==> src/rtl/cache_tag_controller_if.sv <==
// Request/response, policy and block-fill signals of the tag-lookup stage.
// Directions in the signal names are as seen from the tag controller.
interface cache_tag_controller_if #(
   parameter int unsigned BW_ACCESS_ADDR     = 16,
   parameter int unsigned BW_CAPACITY_BLOCKS = 3
);
   logic                          req_i;
   logic [BW_ACCESS_ADDR-1:0]     req_addr_i;
   logic                          ready_o;
   logic                          policy_miss_o;
   logic                          policy_hit_o;
   logic [BW_ACCESS_ADDR-1:0]     policy_access_addr_o;
   logic [BW_CAPACITY_BLOCKS-1:0] policy_cache_addr_o;
   logic                          policy_done_i;
   logic [BW_CAPACITY_BLOCKS-1:0] policy_addr_i;
   logic                          fill_req_o;
   logic [BW_ACCESS_ADDR-1:0]     fill_mem_addr_o;
   logic [BW_CAPACITY_BLOCKS-1:0] fill_cache_addr_o;
   logic                          fill_done_i;
   logic                          resp_valid_o;
   logic                          resp_hit_o;
   logic [BW_CAPACITY_BLOCKS-1:0] resp_cache_addr_o;

   modport slave (
      input  req_i, req_addr_i, policy_done_i, policy_addr_i, fill_done_i,
      output ready_o, policy_miss_o, policy_hit_o, policy_access_addr_o, policy_cache_addr_o,
             fill_req_o, fill_mem_addr_o, fill_cache_addr_o,
             resp_valid_o, resp_hit_o, resp_cache_addr_o
   );

   modport master (
      output req_i, req_addr_i, policy_done_i, policy_addr_i, fill_done_i,
      input  ready_o, policy_miss_o, policy_hit_o, policy_access_addr_o, policy_cache_addr_o,
             fill_req_o, fill_mem_addr_o, fill_cache_addr_o,
             resp_valid_o, resp_hit_o, resp_cache_addr_o
   );
endinterface

==> src/rtl/cache_tag_controller.sv <==
// Tag lookup and miss sequencing in front of the replacement-policy controller:
// hit/miss detection, victim capture, block-fill handshake and tag rewrite.
module cache_tag_controller #(
   parameter int unsigned BW_ACCESS_ADDR    = 16,
   parameter int unsigned N_CAPACITY_BLOCKS = 8,
   parameter int unsigned N_WORDS_PER_BLOCK = 4,
   parameter int unsigned ASSOCIATIVITY     = 2
) (
   input  logic                   clock_i,
   input  logic                   resetn_i,
   cache_tag_controller_if.slave  bus
);
   localparam int unsigned N_SETS   = N_CAPACITY_BLOCKS / ASSOCIATIVITY;
   localparam int unsigned BW_WORDS = $clog2(N_WORDS_PER_BLOCK);
   localparam int unsigned BW_SET   = $clog2(N_SETS);
   localparam int unsigned BW_WAY   = $clog2(ASSOCIATIVITY);
   localparam int unsigned BW_CAP   = $clog2(N_CAPACITY_BLOCKS);
   localparam int unsigned BW_TAG   = BW_ACCESS_ADDR - BW_WORDS - BW_SET;
   // Zero-width fields are carried as one constant-zero bit.
   localparam int unsigned SET_W    = (BW_SET > 0) ? BW_SET : 1;
   localparam int unsigned WAY_W    = (BW_WAY > 0) ? BW_WAY : 1;
   localparam logic [BW_ACCESS_ADDR-1:0] WORD_MASK = BW_ACCESS_ADDR'(N_WORDS_PER_BLOCK - 1);

   typedef enum logic [2:0] {
      StIdle, StLookup, StMissPulse, StMissSample, StFill, StRespond
   } state_e;

   state_e                    state_q, state_d;
   logic [BW_ACCESS_ADDR-1:0] req_addr_q;
   logic                      hit_q;
   logic [WAY_W-1:0]          hit_way_q;
   logic [BW_CAP-1:0]         victim_q;
   logic [N_CAPACITY_BLOCKS-1:0] valid_q;
   logic [BW_TAG-1:0]         tag_q [N_CAPACITY_BLOCKS];

   logic [SET_W-1:0]  req_set;
   logic [BW_TAG-1:0] req_tag;
   logic              lookup_hit;
   logic [WAY_W-1:0]  lookup_way;
   logic [WAY_W-1:0]  victim_way;
   logic [BW_CAP-1:0] fill_idx;
   logic [BW_CAP-1:0] hit_blk;
   logic              fill_wr;

   function automatic logic [BW_CAP-1:0] blk_addr(input logic [WAY_W-1:0] way,
                                                  input logic [SET_W-1:0] set);
      logic [BW_CAP-1:0] b;
      b = BW_CAP'(way) << BW_SET;
      if (BW_SET > 0) b = b | BW_CAP'(set);
      return b;
   endfunction

   assign req_set    = (BW_SET > 0) ? SET_W'(req_addr_q >> BW_WORDS) : '0;
   assign req_tag    = BW_TAG'(req_addr_q >> (BW_WORDS + BW_SET));
   assign victim_way = WAY_W'(victim_q >> BW_SET);
   // The victim's set bits are trusted to match the request; the request set is used.
   assign fill_idx   = blk_addr(victim_way, req_set);
   assign hit_blk    = blk_addr(hit_way_q, req_set);
   assign fill_wr    = (state_q == StFill) && bus.fill_done_i;

   // Ascending scan taking only the first match, so the lowest way wins.
   always_comb begin
      lookup_hit = 1'b0;
      lookup_way = '0;
      for (int unsigned w = 0; w < ASSOCIATIVITY; w++) begin
         if (!lookup_hit && valid_q[blk_addr(WAY_W'(w), req_set)] &&
             tag_q[blk_addr(WAY_W'(w), req_set)] == req_tag) begin
            lookup_hit = 1'b1;
            lookup_way = WAY_W'(w);
         end
      end
   end

   always_comb begin
      state_d          = state_q;
      bus.ready_o       = 1'b0;
      bus.policy_miss_o = 1'b0;
      bus.policy_hit_o  = 1'b0;
      bus.fill_req_o    = 1'b0;
      bus.resp_valid_o  = 1'b0;
      bus.resp_hit_o    = 1'b0;
      unique case (state_q)
         StIdle: begin
            bus.ready_o = 1'b1;
            if (bus.req_i) state_d = StLookup;
         end
         StLookup:    state_d = lookup_hit ? StRespond : StMissPulse;
         StMissPulse: begin
            bus.policy_miss_o = 1'b1;
            state_d           = StMissSample;
         end
         StMissSample: if (bus.policy_done_i) state_d = StFill;
         StFill: begin
            bus.fill_req_o = 1'b1;
            if (bus.fill_done_i) state_d = StRespond;
         end
         StRespond: begin
            bus.resp_valid_o = 1'b1;
            bus.resp_hit_o   = hit_q;
            bus.policy_hit_o = hit_q;
            state_d          = StIdle;
         end
         default: state_d = StIdle;
      endcase
      // Strobes fall as soon as reset is asserted, ahead of the state register.
      if (!resetn_i) begin
         bus.ready_o       = 1'b0;
         bus.policy_miss_o = 1'b0;
         bus.policy_hit_o  = 1'b0;
         bus.fill_req_o    = 1'b0;
         bus.resp_valid_o  = 1'b0;
         bus.resp_hit_o    = 1'b0;
      end
   end

   assign bus.policy_access_addr_o = req_addr_q;
   assign bus.policy_cache_addr_o  = hit_blk;
   assign bus.fill_mem_addr_o      = req_addr_q & ~WORD_MASK;
   assign bus.fill_cache_addr_o    = victim_q;
   assign bus.resp_cache_addr_o    = hit_q ? hit_blk : victim_q;

   always_ff @(posedge clock_i) begin
      if (!resetn_i) begin
         state_q    <= StIdle;
         req_addr_q <= '0;
         hit_q      <= 1'b0;
         hit_way_q  <= '0;
         victim_q   <= '0;
         valid_q    <= '0;
      end else begin
         state_q <= state_d;
         if (state_q == StIdle && bus.req_i) req_addr_q <= bus.req_addr_i;
         if (state_q == StLookup) begin
            hit_q     <= lookup_hit;
            hit_way_q <= lookup_way;
         end
         if (state_q == StMissSample && bus.policy_done_i) victim_q <= bus.policy_addr_i;
         if (fill_wr) valid_q[fill_idx] <= 1'b1;
      end
   end

   // Tag contents are meaningless until the valid bit is set, so no reset.
   always_ff @(posedge clock_i) begin
      if (fill_wr) tag_q[fill_idx] <= req_tag;
   end
endmodule

==> src/flat_wrapper.sv <==
// flat-port wrapper written by rule: the top's interface ports become plain ports
module cache_tag_controller_flat 
#(
   parameter int unsigned BW_ACCESS_ADDR    = 16,
   parameter int unsigned N_CAPACITY_BLOCKS = 8,
   parameter int unsigned N_WORDS_PER_BLOCK = 4,
   parameter int unsigned ASSOCIATIVITY     = 2
)
  (clock_i, resetn_i, bus_req_i, bus_req_addr_i, bus_policy_done_i, bus_policy_addr_i, bus_fill_done_i, bus_ready_o, bus_policy_miss_o, bus_policy_hit_o, bus_policy_access_addr_o, bus_policy_cache_addr_o, bus_fill_req_o, bus_fill_mem_addr_o, bus_fill_cache_addr_o, bus_resp_valid_o, bus_resp_hit_o, bus_resp_cache_addr_o);
  cache_tag_controller_if #(.BW_ACCESS_ADDR(BW_ACCESS_ADDR), .BW_CAPACITY_BLOCKS(3)) bus_i ();
  input  logic clock_i;
  input  logic resetn_i;
  input wire logic [$bits(bus_i.req_i)-1:0] bus_req_i;
  input wire logic [$bits(bus_i.req_addr_i)-1:0] bus_req_addr_i;
  input wire logic [$bits(bus_i.policy_done_i)-1:0] bus_policy_done_i;
  input wire logic [$bits(bus_i.policy_addr_i)-1:0] bus_policy_addr_i;
  input wire logic [$bits(bus_i.fill_done_i)-1:0] bus_fill_done_i;
  output wire logic [$bits(bus_i.ready_o)-1:0] bus_ready_o;
  output wire logic [$bits(bus_i.policy_miss_o)-1:0] bus_policy_miss_o;
  output wire logic [$bits(bus_i.policy_hit_o)-1:0] bus_policy_hit_o;
  output wire logic [$bits(bus_i.policy_access_addr_o)-1:0] bus_policy_access_addr_o;
  output wire logic [$bits(bus_i.policy_cache_addr_o)-1:0] bus_policy_cache_addr_o;
  output wire logic [$bits(bus_i.fill_req_o)-1:0] bus_fill_req_o;
  output wire logic [$bits(bus_i.fill_mem_addr_o)-1:0] bus_fill_mem_addr_o;
  output wire logic [$bits(bus_i.fill_cache_addr_o)-1:0] bus_fill_cache_addr_o;
  output wire logic [$bits(bus_i.resp_valid_o)-1:0] bus_resp_valid_o;
  output wire logic [$bits(bus_i.resp_hit_o)-1:0] bus_resp_hit_o;
  output wire logic [$bits(bus_i.resp_cache_addr_o)-1:0] bus_resp_cache_addr_o;
  assign bus_i.req_i = bus_req_i;
  assign bus_i.req_addr_i = bus_req_addr_i;
  assign bus_i.policy_done_i = bus_policy_done_i;
  assign bus_i.policy_addr_i = bus_policy_addr_i;
  assign bus_i.fill_done_i = bus_fill_done_i;
  assign bus_ready_o = bus_i.ready_o;
  assign bus_policy_miss_o = bus_i.policy_miss_o;
  assign bus_policy_hit_o = bus_i.policy_hit_o;
  assign bus_policy_access_addr_o = bus_i.policy_access_addr_o;
  assign bus_policy_cache_addr_o = bus_i.policy_cache_addr_o;
  assign bus_fill_req_o = bus_i.fill_req_o;
  assign bus_fill_mem_addr_o = bus_i.fill_mem_addr_o;
  assign bus_fill_cache_addr_o = bus_i.fill_cache_addr_o;
  assign bus_resp_valid_o = bus_i.resp_valid_o;
  assign bus_resp_hit_o = bus_i.resp_hit_o;
  assign bus_resp_cache_addr_o = bus_i.resp_cache_addr_o;
  cache_tag_controller #(.BW_ACCESS_ADDR(BW_ACCESS_ADDR), .N_CAPACITY_BLOCKS(N_CAPACITY_BLOCKS), .N_WORDS_PER_BLOCK(N_WORDS_PER_BLOCK), .ASSOCIATIVITY(ASSOCIATIVITY)) u_core (.clock_i(clock_i), .resetn_i(resetn_i), .bus(bus_i));
endmodule
==> config.mk <==
export PLATFORM = sky130hd
export DESIGN_NAME = cache_tag_controller_flat
export DESIGN_NICKNAME = d
export VERILOG_FILES = /design/src/rtl/cache_tag_controller_if.sv /design/src/rtl/cache_tag_controller.sv /design/src/flat_wrapper.sv
export SDC_FILE = /design/constraint.sdc
export NUM_CORES = 1
export LEC_CHECK = 0
export CELL_PAD_IN_SITES_DETAIL_PLACEMENT = 1
export CELL_PAD_IN_SITES_GLOBAL_PLACEMENT = 1
export CORE_MARGIN = 2
export CORE_UTILIZATION = 46
export CTS_BUF_LIST = sky130_fd_sc_hd__clkbuf_16
export DETAILED_ROUTE_END_ITERATION = 8
export HOLD_SLACK_MARGIN = 0.15
export PLACE_DENSITY = 0.91
export SLEW_MARGIN = 5
export SYNTH_ARGS = -nofsm -noshare
export SYNTH_HDL_FRONTEND = slang
export SYNTH_SLANG_ARGS = --single-unit
==> constraint.sdc <==
create_clock -name clock_i -period 2.6 [get_ports clock_i]
set_clock_uncertainty 0.05 [all_clocks]
set_input_delay 0.26 -clock clock_i [delete_from_list [all_inputs] [get_ports clock_i]]
set_output_delay 0.26 -clock clock_i [all_outputs]
set_load 0.02 [all_outputs]
==> results of run 1 <==
-- power groups by stage --
stage               Sequential (W)  Clock [W]  Combinational, W
floorplan                  0.00243          0          0.000414
global placement           0.00240          0          0.000674
detailed placement         0.00241          0          0.000712
CTS                        0.00237    0.00246          0.000738
global route               0.00238    0.00256          0.000800
finish                     0.00237    0.00245          0.000752
-- sequential cells by signal, indices dropped and copies added (netlist names), named ones only --
register / count
u_core.bus.fill_cache_addr_o: 3
u_core.tag_q: 96
u_core.hit_q: 1
u_core.state_q: 3
u_core.valid_q: 8
u_core.hit_way_q: 1
u_core.bus.policy_access_addr_o: 16
-- synth_stat cells, types with 2 or more instances --
library cell | instances | share of area
edfxtp_1 | 96 | 0.52
mux2_2 | 3 | 0.0061
clkbuf_1 | 10 | 0.0068
nand2_1 | 43 | 0.029
nor3_1 | 8 | 0.0073
xnor2_1 | 21 | 0.033
dfxtp_1 | 34 | 0.12
nor2_1 | 12 | 0.0082
nand2b_1 | 5 | 0.0057
or3_1 | 2 | 0.0023
mux2i_1 | 17 | 0.031
o21ai_0 | 6 | 0.0054
and2_1 | 4 | 0.0045
xor2_1 | 4 | 0.0063
inv_1 | 4 | 0.0027
mux4_2 | 19 | 0.078
o21a_1 | 9 | 0.012
buf_2 | 2 | 0.0018
buf_4 | 22 | 0.030
a21boi_0 | 16 | 0.022
nor2b_1 | 5 | 0.0057
a21oi_1 | 3 | 0.0027
buf_6 | 3 | 0.0061
nand4_1 | 6 | 0.0068
-- layer usage --
layer  vias to the layer above  track usage
li1                       1554            -
met1                      1794       0.2864
met2                       110       0.4148
met3                        29      0.06801
met4                         0       0.1081
met5                         -     0.003922
-- metrics by stage --
step	cells	TNS [ns]	area [um2]	hold WS, ns
floorplan	378	0	5522	0.3426
global placement	584	0	6385	0.3918
detailed placement	584	-0.03037	6385	0.4118
CTS	617	0	7039	0.3334
global route	621	-0.07329	7109	0.3526
finish	621	0	7109	0.3513
-- area by class of cell --
cell class              count  area (um2)
clock buffers              17       425.4
multi-input cells         207        1744
well taps                 147       183.9
repair buffers            101       996.0
inverters                   4       15.01
fillers                  1099        4752
clock inverters            15       176.4
flip-flops and latches    130        3568
-- critical path, cell delays in order, from the launching register on --
cell and delay (ns):
dfxtp_2 0.39, buf_12 0.18, mux4_2 0.53, xnor2_1 0.20, nand4_1 0.21, a2111oi_4 0.51
a31oi_4 0.09, o41ai_2 0.30
-- logic make-up after synthesis --
family                    count (synthesis)
DFF                                     130
xor gates and xnor gates                 25
muxes                                    40
and+or+nand+nor                          93
other                                     1
AOI/OAI and AO/OA                        47
buffers and inverters                    41
-- worst max path at each step --
stage	start	endpoint	slack (ns)	cells past startpoint
floorplan	u_core.bus.policy_access_addr_o[14]$_SDFFE_PN0P_	u_core.hit_way_q$_SDFFE_PN0P_	0.34	6
global placement	flip-flop	u_core.state_q[0]$_SDFFE_PN0P_	0.14	7
detailed placement	flip-flop	u_core.state_q[0]$_SDFFE_PN0P_	-0.03	7
CTS	flip-flop	u_core.state_q[0]$_SDFFE_PN0P_	0.0009	7
global route	flip-flop	u_core.hit_way_q$_SDFFE_PN0P_	-0.06	7
finish	flip-flop	u_core.state_q[0]$_SDFFE_PN0P_	0.04	7
-- timing repair --
| item | CTS | global route |
|---|---|---|
| pin swaps | 2 | 3 |
| hold buffers | 0 | 0 |
| setup endpoints to repair | 3 | 4 |
| buffers inserted | 0 | 3 |
| resized for setup | 3 | 5 |
| cloned | 1 | 1 |
==> run_results.csv, run 1 <==
group,metric,value,unit
global_routing,grt_pass1_wl,22.37,mm
floorplanning,core_area,11860,um2
setup_path,rr_worst_depth,7,
logic_synthesis,synth_seq_area_share,0.6458,
power_and_ir_drop,power.density,783.3,nW/um2
worst_hold_path,holdPathEnd,"u_core.bus.policy_access_addr_o[1]$_SDFFE_PN0P_",
drt,drt_wl_total,15.00,mm
floorplanning,io_pins,71,
setup_path,rr_endpoint,"u_core.state_q[0]$_SDFFE_PN0P_",
global_routing,grt_use_total,0.2425,
floorplanning,fp-row-count,40,
timing,tightest_slew,0.7023,ns
logic_synthesis,synth_cell_type_count,47,
timing,clock.fmax,390.6,MHz
clock_network,cts.htree.levels,4,
clock_network,cts_tree,"built",
logic_synthesis,synthSimpleGateAreaFrac,0.08073,
floorplanning,die-area,12890,um2
timing,period_share,0.9848,
global_routing,first_global_vias,3793,
timing,finalMaxSlewViolations,0,
logic_synthesis,synth_fa_ha_area_frac,0,
drt,post_drt_wl_per_cell,24.15,um
cells_and_area,final_common_cell,"edfxtp_1",
logic_synthesis,syn_inst,377,
power_and_ir_drop,clkPwrFrac,0.439,
logic_synthesis,synth.avg_cell_area,14.64,um2
setup_path,cp.required,2.88,ns
logic_synthesis,ys_seq_elements,130,
logic_synthesis,async_flop_share,0,
cells_and_area,diodes,0,
power_and_ir_drop,seqPwrFrac,0.426,
logic_synthesis,ys_warn_count,0,
clock_network,clock_latency,0.43,ns
timing,setup_viol,0,
global_routing,gr-total-overflow,0,
clock_network,clockBufferDepth,2,
drt,drc,0,
logic_synthesis,synthesis.area,5518,um2
worst_hold_path,min_path_type,"input port to flip-flop",
power_and_ir_drop,internal-power,0.004221,W
power_and_ir_drop,switching_share,0.2421,
cells_and_area,utilization,0.5994,
drt,met1Wirelength,6.118,mm
logic_synthesis,synth_edf_count,96,
logic_synthesis,synth_top_family_by_area,"multiplexers",
logic_synthesis,synth-compound-area-share,0.06712,
floorplanning,die_w,113.5,um
logic_synthesis,synthMuxAreaShare,0.1186,
global_routing,antenna_found_initial,0,
drt,viasPerCell,5.615,
setup_path,critPathKind,"flip-flop to flip-flop",
drt,drt_iter0_markers,192,
placement,hpwl,9.614,mm
timing,hold_violations,0,
setup_path,worstPathArrival,2.84,ns
timing,timing.final.ws_setup,0.03958,ns
clock_network,clk_pin_slew,0.06,ns
drt,drtAntennaViolNets,0,
drt,met2_length,7.688,mm
flow_run,max-cap-violations,0,
placement,io_buffers,68,
placement,place_ws,-0.03037,ns
power_and_ir_drop,power.total,0.005569,W
timing,maxSlewHeadroom,0.5306,
placement,gp_congestion,0.8041,
worst_hold_path,whs_path_depth,3,
worst_hold_path,hp-start,"bus_req_addr_i[1]",
power_and_ir_drop,vdd_drop_max,537.3,uV
logic_synthesis,ys.flop_type,"edfxtp_1",
setup_path,path_max_fanout,12,
power_and_ir_drop,total_leakage_power,2.441,nW
power_and_ir_drop,pwr-share-comb,0.135,
setup_path,cp-start-kind,"flip-flop",
drt,routed.top_layer,"met4",
cells_and_area,layout-drive-gt1-share,0.2025,
floorplanning,die_y,113.5,um
floorplanning,initial_utilization,0.4652,
cells_and_area,final_nets,485,
timing,fin_crit,2.560,ns
cells_and_area,synthToLayoutAreaGrowth,28.84,%
global_routing,grt_max_degree,27,
setup_path,crit_path_end_kind,"flip-flop",
logic_synthesis,synthXorXnorAreaFrac,0.03968,
setup_path,ff2ff_setup_slack,0.04,ns
cells_and_area,mostFrequentLayoutCells,"edfxtp_1 (96), clkdlybuf4s50_1 (68), nand2_1 (43)",
power_and_ir_drop,switchingPower,0.001349,W
status,status,"finished clean",
drt,vias,3487,
clock_network,cts_root_buf,"clkbuf_16",
drt,dr_wl_met3,728,um
clock_network,cts.sinks,130,
clock_network,cts_buffers,17,
drt,first_pass_iters,4,
(Power assumes the default switching activity.)
==> inputs of run 2 (changes only) <==
--- a/config.mk
+++ b/config.mk
@@ -5,14 +5,15 @@
 export SDC_FILE = /design/constraint.sdc
 export NUM_CORES = 1
 export LEC_CHECK = 0
+export ABC_AREA = 1
 export CELL_PAD_IN_SITES_DETAIL_PLACEMENT = 1
 export CELL_PAD_IN_SITES_GLOBAL_PLACEMENT = 1
 export CORE_MARGIN = 2
-export CORE_UTILIZATION = 46
+export CORE_UTILIZATION = 42
 export CTS_BUF_LIST = sky130_fd_sc_hd__clkbuf_16
 export DETAILED_ROUTE_END_ITERATION = 8
 export HOLD_SLACK_MARGIN = 0.15
-export PLACE_DENSITY = 0.91
+export PLACE_DENSITY = 0.9
 export SLEW_MARGIN = 5
 export SYNTH_ARGS = -nofsm -noshare
 export SYNTH_HDL_FRONTEND = slang
==> constraint.sdc (replaced) <==
create_clock -name clock_i -period 2.8 [get_ports clock_i]
set_clock_uncertainty 0.05 [all_clocks]
set_input_delay 0.28 -clock clock_i [delete_from_list [all_inputs] [get_ports clock_i]]
set_output_delay 0.28 -clock clock_i [all_outputs]
set_load 0.02 [all_outputs]
==> run_results.csv, run 2 <==
group,metric,value,unit
status,status,"finished clean",
setup_path,worstPathArrival,2.78,ns
timing,fin_crit,2.489,ns
global_routing,grt_max_degree,49,
logic_synthesis,synth_seq_area_share,0.6353,
logic_synthesis,ys_seq_elements,130,
power_and_ir_drop,total_leakage_power,2.702,nW
drt,drc,0,
cells_and_area,stdcell_area,6950,um2
cells_and_area,diodes,0,
drt,first_pass_iters,5,
cells_and_area,utilization,0.5290,
placement,io_buffers,68,
setup_path,slowest_stage,"buf_4",
logic_synthesis,synth.avg_cell_area,9.427,um2
floorplanning,fp-row-count,42,
setup_path,crit_buf_inv,1,
logic_synthesis,yosysMostFrequentCell,"nand2_1",
global_routing,use_met1,0.3110,
setup_path,cp.required,3.09,ns
placement,place_area,6357,um2
logic_synthesis,synth_top_area_frac,0.5139,
clock_network,clock_latency,0.42,ns
timing,finalMaxSlewViolations,0,
clock_network,postCtsSetupBuffers,0,
timing,tightest_slew,0.5839,ns
logic_synthesis,syn_inst,595,
floorplanning,die-area,14300,um2
logic_synthesis,async_flop_share,0,
logic_synthesis,synth_cell_type_count,19,
power_and_ir_drop,power.density,789.1,nW/um2
global_routing,globalRouteMet3Util,0.06702,
setup_path,critPathKind,"flip-flop to flip-flop",
cells_and_area,largest_reg_flops,96,
logic_synthesis,ys_warn_count,0,
floorplanning,die_w,119.6,um
cells_and_area,final_nets,679,
cells_and_area,synthToLayoutAreaGrowth,23.91,%
floorplanning,die_y,119.6,um
clock_network,clockBufferDepth,2,
clock_network,cts.sinks,130,
logic_synthesis,synthTopCellsByCount,"nand2_1 (198), edfxtp_1 (96), nand3_1 (83)",
floorplanning,io_pins,71,
timing,maxSlewHeadroom,0.6101,
worst_hold_path,hp-start,"bus_req_addr_i[1]",
clock_network,cts_buffers,17,
global_routing,gr-total-overflow,0,
global_routing,grt_busiest_layer,"met2",
cells_and_area,mostFrequentLayoutCells,"nand2_1 (198), edfxtp_1 (96), nand3_1 (83)",
setup_path,crit_family,"simple AND/OR/NAND/NOR gates",
floorplanning,initial_utilization,0.4270,
global_routing,first_global_vias,5198,
placement,gp_congestion,0.7749,
setup_path,path_max_fanout,48,
drt,drt_wl_total,18.31,mm
flow_run,max-cap-violations,0,
setup_path,cpMostUsedCell,"nand2_1",
logic_synthesis,synth_edf_count,96,
clock_network,holdBufCountCts,0,
clock_network,cts.htree.levels,4,
logic_synthesis,ys.flop_type,"edfxtp_1",
setup_path,cp-start-kind,"flip-flop",
global_routing,grt_pass1_wl,28.24,mm
cells_and_area,layout-drive-gt1-share,0.07036,
global_routing,antenna_found_initial,0,
logic_synthesis,synth.area.top_cells,"edfxtp_1 (51%), nand2_1 (13%), dfxtp_1 (12%)",
timing,fin_hold_ws,0.4079,ns
cells_and_area,fill_cells,1496,
drt,post_drt_wl_per_cell,21.69,um
floorplanning,core_area,13140,um2
placement,hpwl,10.50,mm
power_and_ir_drop,power.total,0.005485,W
timing,setup_viol,0,
drt,viasPerCell,5.661,
clock_network,cts_tree,"built",
clock_network,cts_resized,0,
timing,hold_violations,0,
clock_network,clk_pin_slew,0.06,ns
setup_path,crit_chain,"buf_4 > nand2_1 > nand3_1 > nand2_1 > nand2_1 > nand2_1 > nor2_1 > nand2_1 > nor2_1 > nand2_1 > nand2_1 > nand2_1 > nand2_1 > nand2_1 > a21oi_1",
cells_and_area,final_common_cell,"nand2_1",
timing,finalSetupTns,0,ns
timing,rsz0062_at_grt,"false",
logic_synthesis,synthesis.area,5609,um2
timing,clock.fmax,401.8,MHz
logic_synthesis,yosysTopAreaCell,"edfxtp_1",
worst_hold_path,min_path_type,"input port to flip-flop",
global_routing,grt_use_total,0.2640,
drt,vias,4778,
setup_path,max_stage_delay,0.46,ns
global_routing,grt_use_met2,0.4593,
clock_network,cts_root_buf,"clkbuf_16",
cells_and_area,top_register,"u_core.tag_q",
timing,period_share,0.8889,
setup_path,crit_path_end_kind,"flip-flop",
power_and_ir_drop,vdd_drop_max,495.9,uV
drt,drtAntennaViolNets,0,
drt,drt_iter0_markers,479,
-- run 2: cell types whose count changed after synthesis, moves of 6 or more --
cell | previous run | this run
nand3_1 | 1 | 83
a21boi_0 | 16 | 0
mux4_2 | 19 | 0
nor2_1 | 12 | 49
nand2_1 | 43 | 198
nand4_1 | 6 | 0
o21ai_0 | 6 | 26
mux2i_1 | 17 | 0
o21a_1 | 9 | 0
inv_1 | 4 | 35
xnor2_1 | 21 | 0
buf_2 | 2 | 9
a21oi_1 | 3 | 21
-- run 2: cells by family (layout without fill, tap and decap cells) --
logic type | count (synthesis) | in the layout | synth area share
flip-flops | 130 | 130 | 0.6353
other | 1 | 2 | 0.0006686
AO/OA/AOI/OAI | 50 | 50 | 0.04595
AND/OR/NAND/NOR | 335 | 335 | 0.2445
buffers and inverters | 79 | 151 | 0.07361
-- run 2: stage by stage --
| step | setup slack (ns) | cells |
|---|---|---|
| after floorplan | 0.7713 | 596 |
| final | 0.3110 | 844 |
| after CTS | 0.3411 | 844 |
| after global routing | 0.1564 | 844 |
| after detailed placement | 0.4758 | 812 |
| after global placement | 0.5561 | 812 |
-- run 2: area by class of cell --
| class | instances | area, um2 | share of cell area |
|---|---|---|---|
| clock buffer | 17 | 425.4 | 0.06121 |
| clock inverter | 15 | 167.7 | 0.02412 |
| inverter | 37 | 138.9 | 0.01998 |
| multi-input combinational | 387 | 1637 | 0.2355 |
| sequential | 130 | 3563 | 0.5127 |
| tap | 176 | 220.2 | 0.03168 |
| timing repair buffer | 82 | 798.3 | 0.1149 |
-- run 2: path summary, 6_finish.rpt --
kind	cells past startpoint	slack (ns)	to
setup / recovery	15	0.31	u_core.state_q[0]$_SDFFE_PN0P_
setup reg to reg	15	0.31	u_core.state_q[0]$_SDFFE_PN0P_
hold reg to reg	2	0.43	u_core.bus.policy_access_addr_o[1]$_SDFFE_PN0P_
hold / removal	3	0.41	u_core.bus.policy_access_addr_o[1]$_SDFFE_PN0P_
-- run 2: worst register-to-register path, cell delays in order, from the launching register on --
cell     delay (ns)
dfxtp_1        0.35
buf_4          0.46
nand2_1        0.16
nand3_1        0.19
nand2_1        0.09
nand2_1        0.07
nand2_1        0.09
nor2_1         0.11
nand2_1        0.10
nor2_1         0.20
nand2_1        0.11
nand2_1        0.08
nand2_1        0.07
nand2_1        0.09
nand2_1        0.05
a21oi_1        0.15
-- run 2: per-layer routing --
| metal | vias up | routed length [um] |
|---|---|---|
| met5 | - | 0 |
| met4 | 0 | 544 |
| met3 | 53 | 1350 |
| met2 | 244 | 9333 |
| met1 | 2398 | 7078 |
| li1 | 2083 | - |
-- run 2: power by group --
group          switching, W  internal (W)
clock network      0.000868       0.00139
logic              0.000610      0.000329
registers          0.000129       0.00216
total               0.00161       0.00388
